`src/rtl/cnn_pkg.sv`:
```
// rtl/cnn_pkg.sv - shared geometry and types for the convolution path
package cnn_pkg;

  localparam int DW = 16;

  typedef enum logic {
    IDLE   = 1'b0,
    STREAM = 1'b1
  } drain_state_t;

  // Valid-convolution output edge for a padded image of the given size
  function automatic int out_dim(input int size);
    return size - 2;
  endfunction

endpackage

```
`src/rtl/rise_detect.sv`:
```
// rtl/rise_detect.sv - single-cycle pulse on the rising edge of a level input
module rise_detect (
  input  logic clk,
  input  logic din,
  output logic pulse
);

  logic din_q;

  // Tracks the level even while the rest of the block is in reset, so a level
  // already high when reset releases is not mistaken for a new edge.
  always_ff @(posedge clk) begin
    din_q <= din;
  end

  assign pulse = din & ~din_q;

endmodule

```
`src/rtl/conv_result_drain.sv`:
```
// rtl/conv_result_drain.sv - snapshots a finished conv frame and streams it out
// one signed word per valid/ready transfer, row-major.
module conv_result_drain
  import cnn_pkg::*;
#(
  parameter int SIZE = 9,
  parameter int DW = cnn_pkg::DW,
  parameter bit RELU = 1'b0,
  localparam int OUT_DIM = out_dim(SIZE),
  localparam int N = OUT_DIM * OUT_DIM
) (
  input  logic                 clk,
  input  logic                 rst,
  input  logic                 end_sig,
  input  logic [0:N*DW-1]      result,
  output logic signed [DW-1:0] out_data,
  output logic                 out_valid,
  input  logic                 out_ready,
  output logic                 out_last,
  output logic [5:0]           out_row,
  output logic [5:0]           out_col,
  output logic                 busy,
  output logic                 overrun
);

  localparam logic [5:0] LAST_IDX = 6'(OUT_DIM - 1);

  drain_state_t         state;
  drain_state_t         state_nxt;
  logic                 start;
  logic                 xfer;
  logic                 col_end;
  logic                 at_last;
  logic [5:0]           row;
  logic [5:0]           col;
  logic [0:N*DW-1]      snap;
  int unsigned          k;
  logic signed [DW-1:0] word;

  rise_detect u_rise (
    .clk   (clk),
    .din   (end_sig),
    .pulse (start)
  );

  assign col_end = (col == LAST_IDX);
  assign at_last = col_end && (row == LAST_IDX);
  assign xfer    = (state == STREAM) && out_ready;
  assign k       = int'(row) * OUT_DIM + int'(col);
  assign word    = snap[k*DW +: DW];

  always_ff @(posedge clk) begin
    if (rst) begin
      state <= IDLE;
    end else begin
      state <= state_nxt;
    end
  end

  always_comb begin
    state_nxt = state;
    case (state)
      IDLE:    if (start) state_nxt = STREAM;
      STREAM:  if (xfer && at_last) state_nxt = IDLE;
      default: state_nxt = IDLE;
    endcase
  end

  always_comb begin
    out_valid = 1'b0;
    busy      = 1'b0;
    out_last  = 1'b0;
    out_data  = '0;
    if (state == STREAM) begin
      out_valid = 1'b1;
      busy      = 1'b1;
      out_last  = at_last;
      out_data  = (RELU && word[DW-1]) ? '0 : word;
    end
  end

  assign out_row = row;
  assign out_col = col;

  // The snapshot is only ever read while streaming, so it carries no reset.
  always_ff @(posedge clk) begin
    if (state == IDLE && start) begin
      snap <= result;
    end
  end

  // A start that lands while streaming (including on the final transfer) is dropped.
  always_ff @(posedge clk) begin
    if (rst) begin
      row     <= '0;
      col     <= '0;
      overrun <= 1'b0;
    end else begin
      if (start && state == STREAM) overrun <= 1'b1;
      if (state == IDLE && start) begin
        row <= '0;
        col <= '0;
      end else if (xfer) begin
        if (at_last) begin
          row <= '0;
          col <= '0;
        end else if (col_end) begin
          row <= row + 6'd1;
          col <= '0;
        end else begin
          col <= col + 6'd1;
        end
      end
    end
  end

endmodule
```
`config.mk`:
```
export PLATFORM = sky130hd
export DESIGN_NAME = conv_result_drain
export DESIGN_NICKNAME = d
export VERILOG_FILES = /design/src/rtl/cnn_pkg.sv /design/src/rtl/rise_detect.sv /design/src/rtl/conv_result_drain.sv
export SDC_FILE = /design/constraint.sdc
export NUM_CORES = 1
export LEC_CHECK = 0
export CAP_MARGIN = 20
export CORE_AREA = 5 5 318 320
export DETAILED_ROUTE_END_ITERATION = 10
export DIE_AREA = 0 0 323 325
export GPL_TIMING_DRIVEN = 0
export HOLD_SLACK_MARGIN = 0.05
export SKIP_CTS_REPAIR_TIMING = 1
export SYNTH_ARGS = -nofsm -noshare
export SYNTH_HDL_FRONTEND = slang
export SYNTH_SLANG_ARGS = --single-unit
```
`constraint.sdc`:
```
create_clock -name clk -period 226.1 [get_ports clk]
set_clock_uncertainty 0.05 [all_clocks]
set_input_delay 56.525 -clock clk [delete_from_list [all_inputs] [get_ports clk]]
set_output_delay 56.525 -clock clk [all_outputs]
set_load 0.1 [all_outputs]
```
After elaboration in Yosys (flattened, before gate mapping). Cells that the tools add are included.

Flip-flop bits (word level): 799. Input port bits: 788. Output and inout port bits: 32. Logic and storage cells: 35.

Add/subtract/negate cells: 3. Multipliers: 1. Equality and inequality tests: 2. Shift operators: 1. Multiplexer cells: 10. Bitwise operators: 4. Reductions and logical operators: 8.

Operators by type and width (count): $shiftx 784x33->785 (1); $not 14->33 (1); $mux 6 (4); $mux 16 (1); $add 6x1->6 const B (2); $eq 6x3->1 const B (2); $add 9x6->10 (1); $mul 6x3->9 const B (1); $logic_and 1x1->1 (5); $mux 1 (4); $not 1->1 (2); $pmux 1 s2 (1); $reduce_and 2->1 (1); $reduce_bool 2->1 (1); $reduce_or 2->1 (1); $and 1x1->1 (1).

Logic depth before layout (Yosys ltp). Gate-level depths: netlist of the first run.

Depth in word-level cells: 5. Mapped depth: 14. Depth with buffers taken out: 12.

By module. From an unflattened synthesis of the first run, not the netlist that was laid out.

Cells, all modules: 1475. Area total of the unflattened synthesis: 31327.5 µm².

Modules (own cells, without submodules): conv_result_drain (times used 1, cells each 1473, area an instance 31293.8 µm², sequential area each 23822.8 µm²); rise_detect (times used 1, cells each 2, area an instance 33.8 µm², sequential area each 20.0 µm²).

Worst setup path after synthesis of the first run. Ideal clock, no wire load.

Kind: in2reg. Start: input port end_sig. End: register col[1], in the netlist out_col[1]. Library setup time: 0.198 ns. Arrival: 115.095 ns. Path slack: 110.758 ns. Stages on the path: 4. Cell sequence: nor3b_1 nor2_1 nand2b_1 a211oi_1.

Cells in the longest elaborated chain, start to end: 3.

RTL lines: start: declaration (RTL line conv_result_drain.sv:14) `input logic end_sig,`; $and 1x1->1 (RTL line rise_detect.sv:16) `assign pulse = din & ~din_q;`; $logic_and 1x1->1 (RTL line conv_result_drain.sv:100) `if (state == IDLE && start) begin`; $reduce_or 2->1 (no line); end signal: assignment (RTL line conv_result_drain.sv:111) `col <= col + 6'd1;`; end: declaration (RTL line conv_result_drain.sv:35) `logic [5:0] col;`.

No other way between the ends. A chain may end at the register's enable or synchronous reset.

Worst setup path in the final report of the first run.
Start: register row[0], in the netlist out_row[0]. End: output port out_data[4].

Cells in the longest elaborated chain, start to end: 5.

RTL lines: start: declaration (RTL line conv_result_drain.sv:34) `logic [5:0] row;`; start signal: assignment (RTL line conv_result_drain.sv:108) `row <= row + 6'd1;`; $mul 6x3->9 (RTL line conv_result_drain.sv:49) `assign k = int'(row) * OUT_DIM + int'(col);`; $add 9x6->10 (RTL line conv_result_drain.sv:49); $not 14->33 (not written as such) (RTL line conv_result_drain.sv:50) `assign word = snap[k*DW +: DW];`; $shiftx 784x33->785 (RTL line conv_result_drain.sv:50); $mux 16 (RTL line conv_result_drain.sv:74) `if (state == STREAM) begin`; end: declaration (RTL line conv_result_drain.sv:16) `output logic signed [DW-1:0] out_data,`.

No other way between the ends.

==> results of run 1 <==
==> final timing paths <==
path	depth (start not counted)	to	slack (ns)
max reg2reg	14	snap[544]	222.27
max	13	out_data[4]	162.57
min reg2reg	2	overrun	0.45
min	2	overrun	0.45
==> power groups by stage <==
stage | Combinational (mW) | Clock, mW | Sequential [mW]
after floorplan | 0.0117 | 0 | 0.189
after global placement | 0.0313 | 0 | 0.194
after detailed placement | 0.0336 | 0 | 0.175
after CTS | 0.0337 | 0.142 | 0.172
after global routing | 0.0350 | 0.148 | 0.173
final | 0.0331 | 0.138 | 0.172
==> Yosys cell counts, types with 2 or more instances <==
cell,n,area [um2]
mux2i_1,31,310
a31oi_1,4,25.0
edfxtp_1,784,23500
a22oi_1,12,90.1
o22ai_1,2,12.5
a2111oi_0,7,61.3
a211oi_1,13,97.6
and2_1,4,25.0
nand4_1,3,18.8
buf_6,14,158
ha_1,19,238
fa_1,10,200
or3_1,2,12.5
mux4_2,207,4660
clkbuf_1,20,75.1
buf_2,25,125
xor2_1,2,17.5
buf_4,13,97.6
xnor2_1,13,114
nor2b_1,13,81.3
nand3_1,9,45.0
o21ai_1,3,15.0
dfxtp_1,15,300
buf_1,3,11.3
a221oi_1,11,96.3
a2111oi_2,5,75.1
and3_1,4,25.0
inv_1,29,109
a211oi_2,4,50.1
nand2_1,29,109
o31ai_1,2,15.0
nor3_1,26,130
nor2_1,21,78.8
a21o_1,4,30.0
a21oi_1,33,165
==> state kept, by name, summed over array words and instances, names as in the netlist <==
register      flops
snap            784
out_col           6
out_row           6
overrun           1
state             1
u_rise.din_q      1
==> worst reg2reg max path: cells and delay by family (launching register included) <==
family                 cells  cell delay, ns
flip-flops                 1            0.35
buffers and inverters     13            2.57
AND/OR/NAND/NOR            1            0.59
==> cell type report <==
cell class                 instances  share of cell area [%]
tap                             1287                    3.59
multi-input combinational        506                    15.5
timing repair buffer             894                    20.2
clock inverter                    46                   0.932
inverter                          29                   0.243
clock buffer                     114                    5.25
sequential                       799                    53.2
buffer                            76                    1.06
antenna                           14                  0.0782
==> metal layers <==
| metal | up-vias | global-route usage (%) | wire [um] |
|---|---|---|---|
| li1 | 7929 | - | - |
| met1 | 9416 | 24.2 | 40300 |
| met2 | 772 | 36.5 | 57900 |
| met3 | 133 | 6.42 | 9160 |
| met4 | 14 | 4.27 | 1820 |
| met5 | - | 0 | 90 |
==> cell usage in the layout, fill, tap and decap left out, drive strengths merged, types with 13 or more instances in the layout <==
cell type | synthesis | routed
a211oi | 17 | 17
a21oi | 33 | 33
inv | 29 | 33
dfxtp | 15 | 15
diode | 0 | 14
xnor2 | 13 | 13
clkinv | 0 | 32
clkdlybuf4s50 | 0 | 819
mux2i | 31 | 31
edfxtp | 784 | 784
nor2b | 13 | 13
clkbuf | 21 | 135
ha | 19 | 19
mux4 | 207 | 207
nor3 | 28 | 28
buf | 55 | 129
nand2 | 29 | 29
nor2 | 21 | 21
==> kinds of logic after synthesis <==
kind of cell    synth area share (%)
simple gates                    1.93
flops                           76.1
compound gates                  2.44
mux                             15.9
fa+ha+maj                       1.40
xor+xnor                       0.419
buf+inv                         1.86
==> per-stage QoR <==
step | setup slack (ns) | instances | util [%] | hold WS (ns)
3_3_place_gp | 89.88 | 3516 | 42.1 | 0.420
3_5_place_dp | 163.01 | 3591 | 42.9 | 0.451
4_1_cts | 162.26 | 3751 | 45.8 | 0.461
2_1_floorplan | 110.76 | 1410 | - | 0.451
5_1_grt | 162.28 | 3762 | 45.8 | 0.500
6_report | 162.57 | 3765 | 45.8 | 0.454
==> impl_results.md, run 1 <==
* Synth async-reset ratio at 0%
* Max-slew headroom at 23.4%
* Setup TNS at 0 ns
* Pwr dens at 7.66 nW/um2
* Crit. Startpoint: out_row[0]
* Post-route DRC at 0
* Core area at 97,800 um2
* Layout cell share with drive strength beyond 1 at 19.2%
* Crit Reg-Reg Startpoint: state
* Clock sink count at 799
* Critical path's slowest cell: clkdlybuf4s50_1
* Fin. max-slew vios at 0
* ANT nets after route at 0
* Reg power frac at 50.2%
* Crit Path Category: register to primary output
* Number of port buffers at 819
* Seq/Total Area, Yosys at 76.1%
* Syn_area_per_cell at 22.2 um2
* P_int at 0.269 mW
* WP data required at 169.53 ns
* Syn_nets at 2,227
* Multi-input logic area at 6940 um2
* CP max stage delay at 1.06 ns
* Placed inst area at 42,000 um2
* Max Clk Rate at 15.7 MHz
* Crit share post-route at 28.1%
* Fill cells at 8,345
* Final setup viols at 0
* Total grt overflow at 0
* # rows at 115
* Post-Route WL at 109,000 um
* Net switching power at 0.0742 mW
* Worst skew pair latency at 0.65 ns
* Status: finished clean
* Number of enable flip-flop cells after synthesis at 784
* Critical Path, Cell by Cell: fa_1, inv_1, fa_1, inv_1, fa_1, buf_2, clkbuf_1, mux4_2, mux2i_1, a21oi_1, a2111oi_2, nor3_1, clkdlybuf4s50_1
* Synth Instances at 1,410
* Drt initial violations at 1,323
* DIE AREA at 105,000 um2
* Total iterations of the first detailed-routing run at 5
* Starting Density at 32.0%
* Min-delay src: overrun
* First-pass GRT wire length at 150,000 um
* Power Total at 0.343 mW
* Area of the mapped netlist at 31,300 um2
* Die W at 323 um
* Critical Path Start Type: register
* Sw Ratio at 21.6%
* Warning count from the yosys run at 0
* Endpoint type of the worst setup path: primary output
* Layout Area Growth over Synthesis at 43.0%
* TritonCTS clock tree: yes
* CTS buffer count at 89
* RSZ-0062 raised after global routing: no
* Htree depth at 3
* Largest net degree at the start of global routing at 16
* CTS clock-pin slew for the worst setup and hold paths at 0.06 ns
* Die height at 325 um
* Static leakage at 14.7 nW
* Final #Nets at 3,212
* Final min period at 63.53 ns
* Cell family with most CP delay: buffers and inverters
* Max IR drop VDD at 0.00534 mV
* Synth cell types at 49
* Final Hold Vio Count at 0
* Synth Register Bits at 799
* Register area at 23,800 um2
* Logic pwr share at 9.6%
* # Max-Cap Violations at 0
* Half-perimeter wire length after placement at 87,600 um
* WP buf/inv at 5
* Crit path DAT at 6.96 ns
* Design Area, Final at 44,800 um2
* Clk pwr share at 40.2%
* Top_reg_cell synth: edfxtp_1
* GPL Wtd Cong at 0.805
* Clock buffer depth at 3
* Clk root buf: clkbuf_16
* Number of global-route vias before repair at 20.4k
* Routed WL per cell at 29.0 um
* Initial antenna violation count at 31
* Most used cell, CP: fa_1
* Vias at 18.3k
* Crit-path max FO at 10
* DR vias/cell at 4.85
* Hold Crit Class: register to register
* I/O pins at 820
* GRT Overall Usage at 20.4%
* Slew at the pin with the worst max-slew slack at 1.14 ns
(Power assumes the default switching activity.)
==> run 2, diff against run 1 <==
==> constraint.sdc (replaced) <==
create_clock -name clk -period 61.5 [get_ports clk]
set_clock_uncertainty 0.05 [all_clocks]
set_input_delay 15.375 -clock clk [delete_from_list [all_inputs] [get_ports clk]]
set_output_delay 15.375 -clock clk [all_outputs]
set_load 0.1 [all_outputs]
==> run 2 against run 1 <==
  * Final area rose by 0.28%
  * Clock power rose to 3.8 times the previous value
  * Hold slack got worse by 0.0059 ns
  * Routed wire length rose by 0.76%
  * First-iteration DRC count rose by 6.3%
  * Core utilization rose by 0.13 points
  * Combinational power rose to 3.7 times the previous value
  * Sequential power rose to 3.7 times the previous value
  * Final cell count fell by 0.19%
  * Register-to-register slack got worse by 160 ns
==> impl_results.md, run 2 (same netlist as run 1, synthesis figures left out) <==
* Status: finished clean (unchanged)
* Clock sink count at 799 (unchanged)
* GRT Overall Usage at 20.5% (was 20.4%)
* Final setup viols at 0 (unchanged)
* Crit Reg-Reg Startpoint: state (unchanged)
* First-pass GRT wire length at 149,000 um (was 150,000 um)
* Clock buffer depth at 3 (unchanged)
* RSZ-0062 raised after global routing: no (unchanged)
* Vias at 18.3k (about the same)
* Most frequent cells in the layout: clkdlybuf4s50_1, edfxtp_1, mux4_2 (unchanged)
* Drt initial violations at 1,406 (was 1,323)
* Largest register FFs at 784 (unchanged)
* GPL Wtd Cong at 0.828 (was 0.805)
* Final #Nets at 3,187 (was 3,212)
* Number of port buffers at 819 (unchanged)
* Endpoint type of the worst setup path: primary output (unchanged)
* Max IR drop VDD at 0.0204 mV (was 0.00534 mV)
* TritonCTS clock tree: yes (unchanged)
* Largest net degree at the start of global routing at 24 (was 16)
* ANT nets after route at 0 (unchanged)
* Final setup margin at 39.12 ns (was 162.57 ns)
* Fin. max-slew vios at 0 (unchanged)
* Worst skew pair latency at 0.64 ns (was 0.65 ns)
* Post-route DRC at 0 (unchanged)
* Initial antenna violation count at 46 (was 31)
* Most common cell after layout, fill and taps aside: clkdlybuf4s50_1 (unchanged)
* CTS clock-pin slew for the worst setup and hold paths at 0.06 ns (about the same)
* Worst setup slack after placement at 39.61 ns (was 163.01 ns)
* Half-perimeter wire length after placement at 87,800 um (was 87,600 um)
* Total grt overflow at 0 (unchanged)
* # Max-Cap Violations at 0 (unchanged)
* Pwr dens at 28.4 nW/um2 (was 7.66 nW/um2)
* Largest Register: snap (unchanged)
* DP Cell Count at 3,567 (was 3,591)
* Hold Crit Class: register to register (unchanged)
* Post-Route WL at 110,000 um (was 109,000 um)
* Number of global-route vias before repair at 20.3k (was 20.4k)
* Setup TNS at 0 ns (unchanged)
* Min-delay src: overrun (unchanged)
* CTS buffer count at 88 (was 89)
* Htree depth at 3 (unchanged)
* Layout cell share with drive strength beyond 1 at 18.4% (was 19.2%)
* Final min period at 22.38 ns
* Static leakage at 14.6 nW (was 14.7 nW)
* Placed inst area at 42,000 um2 (about the same)
* WP data required at 46.07 ns (was 169.53 ns)
* Layout Area Growth over Synthesis at 43.4% (was 43.0%)
* Total iterations of the first detailed-routing run at 5 (unchanged)
* Worst r2r path cells at 11 (was 14)
* WHS Path Cells at 2 (unchanged)
* Critical Path Start Type: register (unchanged)
* Crit-path max FO at 10 (unchanged)
* Crit. Startpoint: out_row[0] (unchanged)
* Final core utilization at 45.9% (was 45.8%)
* Die height at 325 um (unchanged)
* Final Hold Vio Count at 0 (unchanged)
* Clk root buf: clkbuf_16 (unchanged)
* Slew at the pin with the worst max-slew slack at 1.18 ns (was 1.14 ns)
* Crit Path Category: register to primary output (unchanged)
* Post-route insts no fill at 3,758 (was 3,765)
* Routed WL per cell at 29.3 um (was 29.0 um)
* # rows at 115 (unchanged)
* Die W at 323 um (unchanged)
* Starting Density at 32.0% (unchanged)
* DR vias/cell at 4.87 (was 4.85)
* Max Clk Rate at 44.7 MHz
* DIE AREA at 105,000 um2 (unchanged)
* Core area at 97,800 um2 (unchanged)
* Crit share post-route at 36.4%
* I/O pins at 820 (unchanged)
* Crit path DAT at 6.96 ns (about the same)
* Max-slew headroom at 21.3% (was 23.4%)
* Design Area, Final at 44,900 um2 (was 44,800 um2)
* Fill cells at 8,308 (was 8,345)
[run 2: cell types whose count changed in the layout (fill, tap and decap cells not counted), sizes merged]
cell | previous run | this run
clkinvlp | 5 | 7
diode | 14 | 31
clkinv | 32 | 31
buf | 129 | 105
bufinv | 5 | 8
clkbuf | 135 | 131
[run 2: layout make-up]
class,count,area (um2),share of cell area (%)
well taps,1287,1610,3.58
inverters,29,109,0.242
diodes,31,77.6,0.173
repair buffers,870,9070,20.2
flip-flops and latches,799,23800,53.0
plain buffers,76,475,1.06
clock buffers,110,2350,5.22
multi-input cells,506,6930,15.4
clock inverters,50,487,1.08
[run 2: final timing paths]
check	endpoint	slack [ns]
setup / recovery	out_data[10]	39.12
hold / removal	overrun	0.45
hold reg to reg	overrun	0.45
setup reg to reg	snap[692]	57.98
[run 2: through the flow]
step	hold slack, ns	total power [mW]
finish	0.448	1.28
global route	0.497	1.32
CTS	0.452	1.29
detailed placement	0.439	0.769
global placement	0.409	0.795
floorplan	0.462	0.712
[run 2: worst max-delay path, cell delays in order, from the launching register on]
cell             delay (ns)
dfxtp_1                0.42
fa_1                   0.58
inv_1                  0.05
fa_1                   0.50
inv_1                  0.07
fa_1                   0.47
buf_2                  0.26
clkbuf_1               0.83
mux4_2                 0.42
mux2i_1                0.48
a21oi_1                0.33
a2111oi_2              0.65
nor3_1                 0.10
clkdlybuf4s50_1        1.11
[run 2: power breakdown]
| part | leakage [nW] | internal, mW | switching, mW |
|---|---|---|---|
| combinational | 5.86 | 0.0710 | 0.0519 |
| sequential | 7.42 | 0.627 | 0.00647 |
| clock | 1.36 | 0.305 | 0.215 |
| total | 14.6 | 1.00 | 0.274 |
[run 2: per-layer routing]
metal	vias to the layer above	global-route usage [%]	share of wire, %
li1	7921	-	-
met1	9378	23.6	36
met2	835	35.7	52
met3	167	7.12	8.8
met4	16	6.56	2.6
met5	-	0	0.097
==> run 3, diff against run 2 <==
--- a/config.mk
+++ b/config.mk
@@ -6,9 +6,9 @@
 export NUM_CORES = 1
 export LEC_CHECK = 0
 export CAP_MARGIN = 20
-export CORE_AREA = 5 5 318 320
+export CORE_AREA = 5 5 316 318
 export DETAILED_ROUTE_END_ITERATION = 10
-export DIE_AREA = 0 0 323 325
+export DIE_AREA = 0 0 321 323
 export GPL_TIMING_DRIVEN = 0
 export HOLD_SLACK_MARGIN = 0.05
 export SKIP_CTS_REPAIR_TIMING = 1
==> constraint.sdc (replaced) <==
create_clock -name clk -period 18 [get_ports clk]
set_clock_uncertainty 0.05 [all_clocks]
set_input_delay 4.5 -clock clk [delete_from_list [all_inputs] [get_ports clk]]
set_output_delay 4.5 -clock clk [all_outputs]
set_load 0.1 [all_outputs]
==> run 3 against run 2 <==
  * Routed wire length fell by 2.1%
  * Die area is 1.2% lower
  * Highest routed layer unchanged
  * Count of clock-buffer cells in the layout rose by 2
  * Critical endpoint is now out_data[11]
  * Setup slack worse by 33 ns
  * Hold slack gained 0.021 ns
  * Clock power grew to 3.3 times the previous value
  * Core utilization rose by 0.74 points
  * Sequential share of layout area hardly changed
  * Non-clock buffer count up 5
  * Register-to-register slack lost 44 ns
  * First-iteration DRC count is 7.1% lower
  * Sequential cell count did not move
==> impl_results.md, run 3 (same netlist as run 1, synthesis figures left out) <==
* ANT nets after route at 0 (unchanged)
* Post-route insts no fill at 3,741 (was 3,758)
* Max IR drop VDD at 0.0736 mV (was 0.0204 mV)
* Vias at 18.1k (was 18.3k)
* Layout cell share with drive strength beyond 1 at 18.5% (was 18.4%)
* Max Clk Rate at 87.5 MHz
* Routed WL per cell at 28.8 um (was 29.3 um)
* Largest register FFs at 784 (unchanged)
* Crit-path max FO at 10 (unchanged)
* Clk pwr share at 39.8% (was 40.7%)
* Endpoint type of the worst setup path: primary output (unchanged)
* DP Cell Count at 3,560 (was 3,567)
* Fin. max-slew vios at 0 (unchanged)
* Clk root buf: clkbuf_16 (unchanged)
* Clock sink count at 799 (unchanged)
* Fill cells at 8,114 (was 8,308)
* Initial antenna violation count at 38 (was 46)
* Htree depth at 3 (unchanged)
* Register area at 23,800 um2 (unchanged)
* Clock buffer depth at 3 (unchanged)
* Die W at 321 um (was 323 um)
* Final setup viols at 0 (unchanged)
* Final Hold Vio Count at 0 (unchanged)
* Power Total at 4.30 mW (was 1.28 mW)
* Total iterations of the first detailed-routing run at 5 (unchanged)
* Pwr dens at 95.6 nW/um2 (was 28.4 nW/um2)
* # rows at 114 (was 115)
* Largest net degree at the start of global routing at 24 (unchanged)
* Worst skew pair latency at 0.65 ns (was 0.64 ns)
* DR vias/cell at 4.84 (was 4.87)
* Reg2Reg Setup Slack at 14.24 ns (was 57.98 ns)
* Final #Nets at 3,192 (was 3,187)
* Half-perimeter wire length after placement at 86,000 um (was 87,800 um)
* Static leakage at 14.7 nW (was 14.6 nW)
* # Max-Cap Violations at 0 (unchanged)
* Final min period at 11.43 ns
* GPL Wtd Cong at 0.793 (was 0.828)
* Status: finished clean (unchanged)
* CTS buffer count at 88 (unchanged)
* Critical Path, Cell by Cell: fa_1, inv_1, fa_1, inv_1, fa_1, buf_2, clkbuf_1, mux4_2, mux2i_1, a21oi_1, a2111oi_2, nor3_1, clkdlybuf4s50_1 (unchanged)
* Crit share post-route at 63.5%
* Number of port buffers at 819 (unchanged)
* Layout Area Growth over Synthesis at 43.4% (about the same)
* Slew at the pin with the worst max-slew slack at 1.13 ns (was 1.18 ns)
* Most frequent cells in the layout: clkdlybuf4s50_1, edfxtp_1, mux4_2 (unchanged)
* RSZ-0062 raised after global routing: no (unchanged)
* Crit path DAT at 6.88 ns (was 6.96 ns)
* Min Hold Slack at 0.469 ns (was 0.448 ns)
* Drt initial violations at 1,306 (was 1,406)
* P_int at 3.37 mW (was 1.00 mW)
* Logic pwr share at 9.9% (was 9.6%)
* Total grt overflow at 0 (unchanged)
* TritonCTS clock tree: yes (unchanged)
* CP max stage delay at 1.10 ns (was 1.11 ns)
* Reg power frac at 50.3% (was 49.6%)
* Most common cell after layout, fill and taps aside: clkdlybuf4s50_1 (unchanged)
* Net switching power at 0.928 mW (was 0.274 mW)
* GRT Overall Usage at 20.2% (was 20.5%)
* I/O pins at 820 (unchanged)
* Largest Register: snap (unchanged)
* Post-route DRC at 0 (unchanged)
* Sw Ratio at 21.6% (was 21.5%)
* CTS clock-pin slew for the worst setup and hold paths at 0.06 ns (about the same)
* Most used cell, CP: fa_1 (unchanged)
* First-pass GRT wire length at 147,000 um (was 149,000 um)
* WP buf/inv at 5 (unchanged)
* Hold Crit Class: register to register (unchanged)
* Critical path's slowest cell: clkdlybuf4s50_1 (unchanged)
* Cell family with most CP delay: buffers and inverters (unchanged)
* Multi-input logic area at 6940 um2 (was 6930 um2)
* WP data required at 13.45 ns (was 46.07 ns)
* Max-slew headroom at 24.1% (was 21.3%)
* Die height at 323 um (was 325 um)
* Starting Density at 32.5% (was 32.0%)
* Core area at 96,300 um2 (was 97,800 um2)
* Critical Path Start Type: register (unchanged)
* Number of global-route vias before repair at 19.9k (was 20.3k)
* Post-Route WL at 108,000 um (was 110,000 um)
* Crit Path Category: register to primary output (unchanged)
* DIE AREA at 104,000 um2 (was 105,000 um2)
## run 3: cell count changes in the layout (fill, tap and decap cells not counted), sizes merged
cell	before	now
clkinvlp	7	4
clkbuf	131	133
inv	33	32
bufinv	8	5
clkinv	31	29
diode	31	27
buf	105	110
## run 3: per-stage QoR
stage               area (um2)  setup WS, ns  setup TNS, ns  util [%]
floorplan                31300         -6.95       -5425.82         -
global placement         41100        -14.15              -      42.7
detailed placement       42200          7.08              0      43.8
CTS                      44900          6.31              0      46.6
global route             44900          6.27              0      46.7
finish                   44900          6.57              0      46.7
## run 3: worst register-to-register path, delay by kind of cell, from the launching register on
kind,cells,cell delay [ns]
simple gates,1,0.60
buf+inv,11,2.47
flops,1,0.34
## run 3: layout make-up
class | instances | area share [%]
inverter | 29 | 0.242
clock inverter | 41 | 0.849
tap | 1276 | 3.55
clock buffer | 112 | 5.15
timing repair buffer | 875 | 20.5
antenna | 27 | 0.150
multi-input combinational | 506 | 15.4
buffer | 76 | 1.06
sequential | 799 | 53.1
## run 3: final timing paths
check	to	cells past startpoint	start
worst max-delay path	out_data[11]	13	out_row[0]
worst min-delay path	overrun	2	overrun
worst max register to register	snap[536]	12	state
worst min register to register	overrun	2	overrun
## run 3: power by group through the flow
| stage | sequential, mW | combinational, mW | clock [mW] |
|---|---|---|---|
| final | 2.16 | 0.426 | 1.71 |
| after detailed placement | 2.20 | 0.429 | 0 |
| after global placement | 2.28 | 0.393 | 0 |
| after CTS | 2.16 | 0.431 | 1.75 |
| after floorplan | 2.25 | 0.146 | 0 |
| after global routing | 2.17 | 0.449 | 1.83 |
## run 3: routing by layer
metal	wire length [um]	vias to the layer above	track usage, %	share of wire, %
li1	-	7921	-	-
met1	39100	9245	23.7	36
met2	55900	792	35.3	52
met3	10100	148	7.42	9.4
met4	2440	18	5.60	2.3
met5	128	-	0	0.12
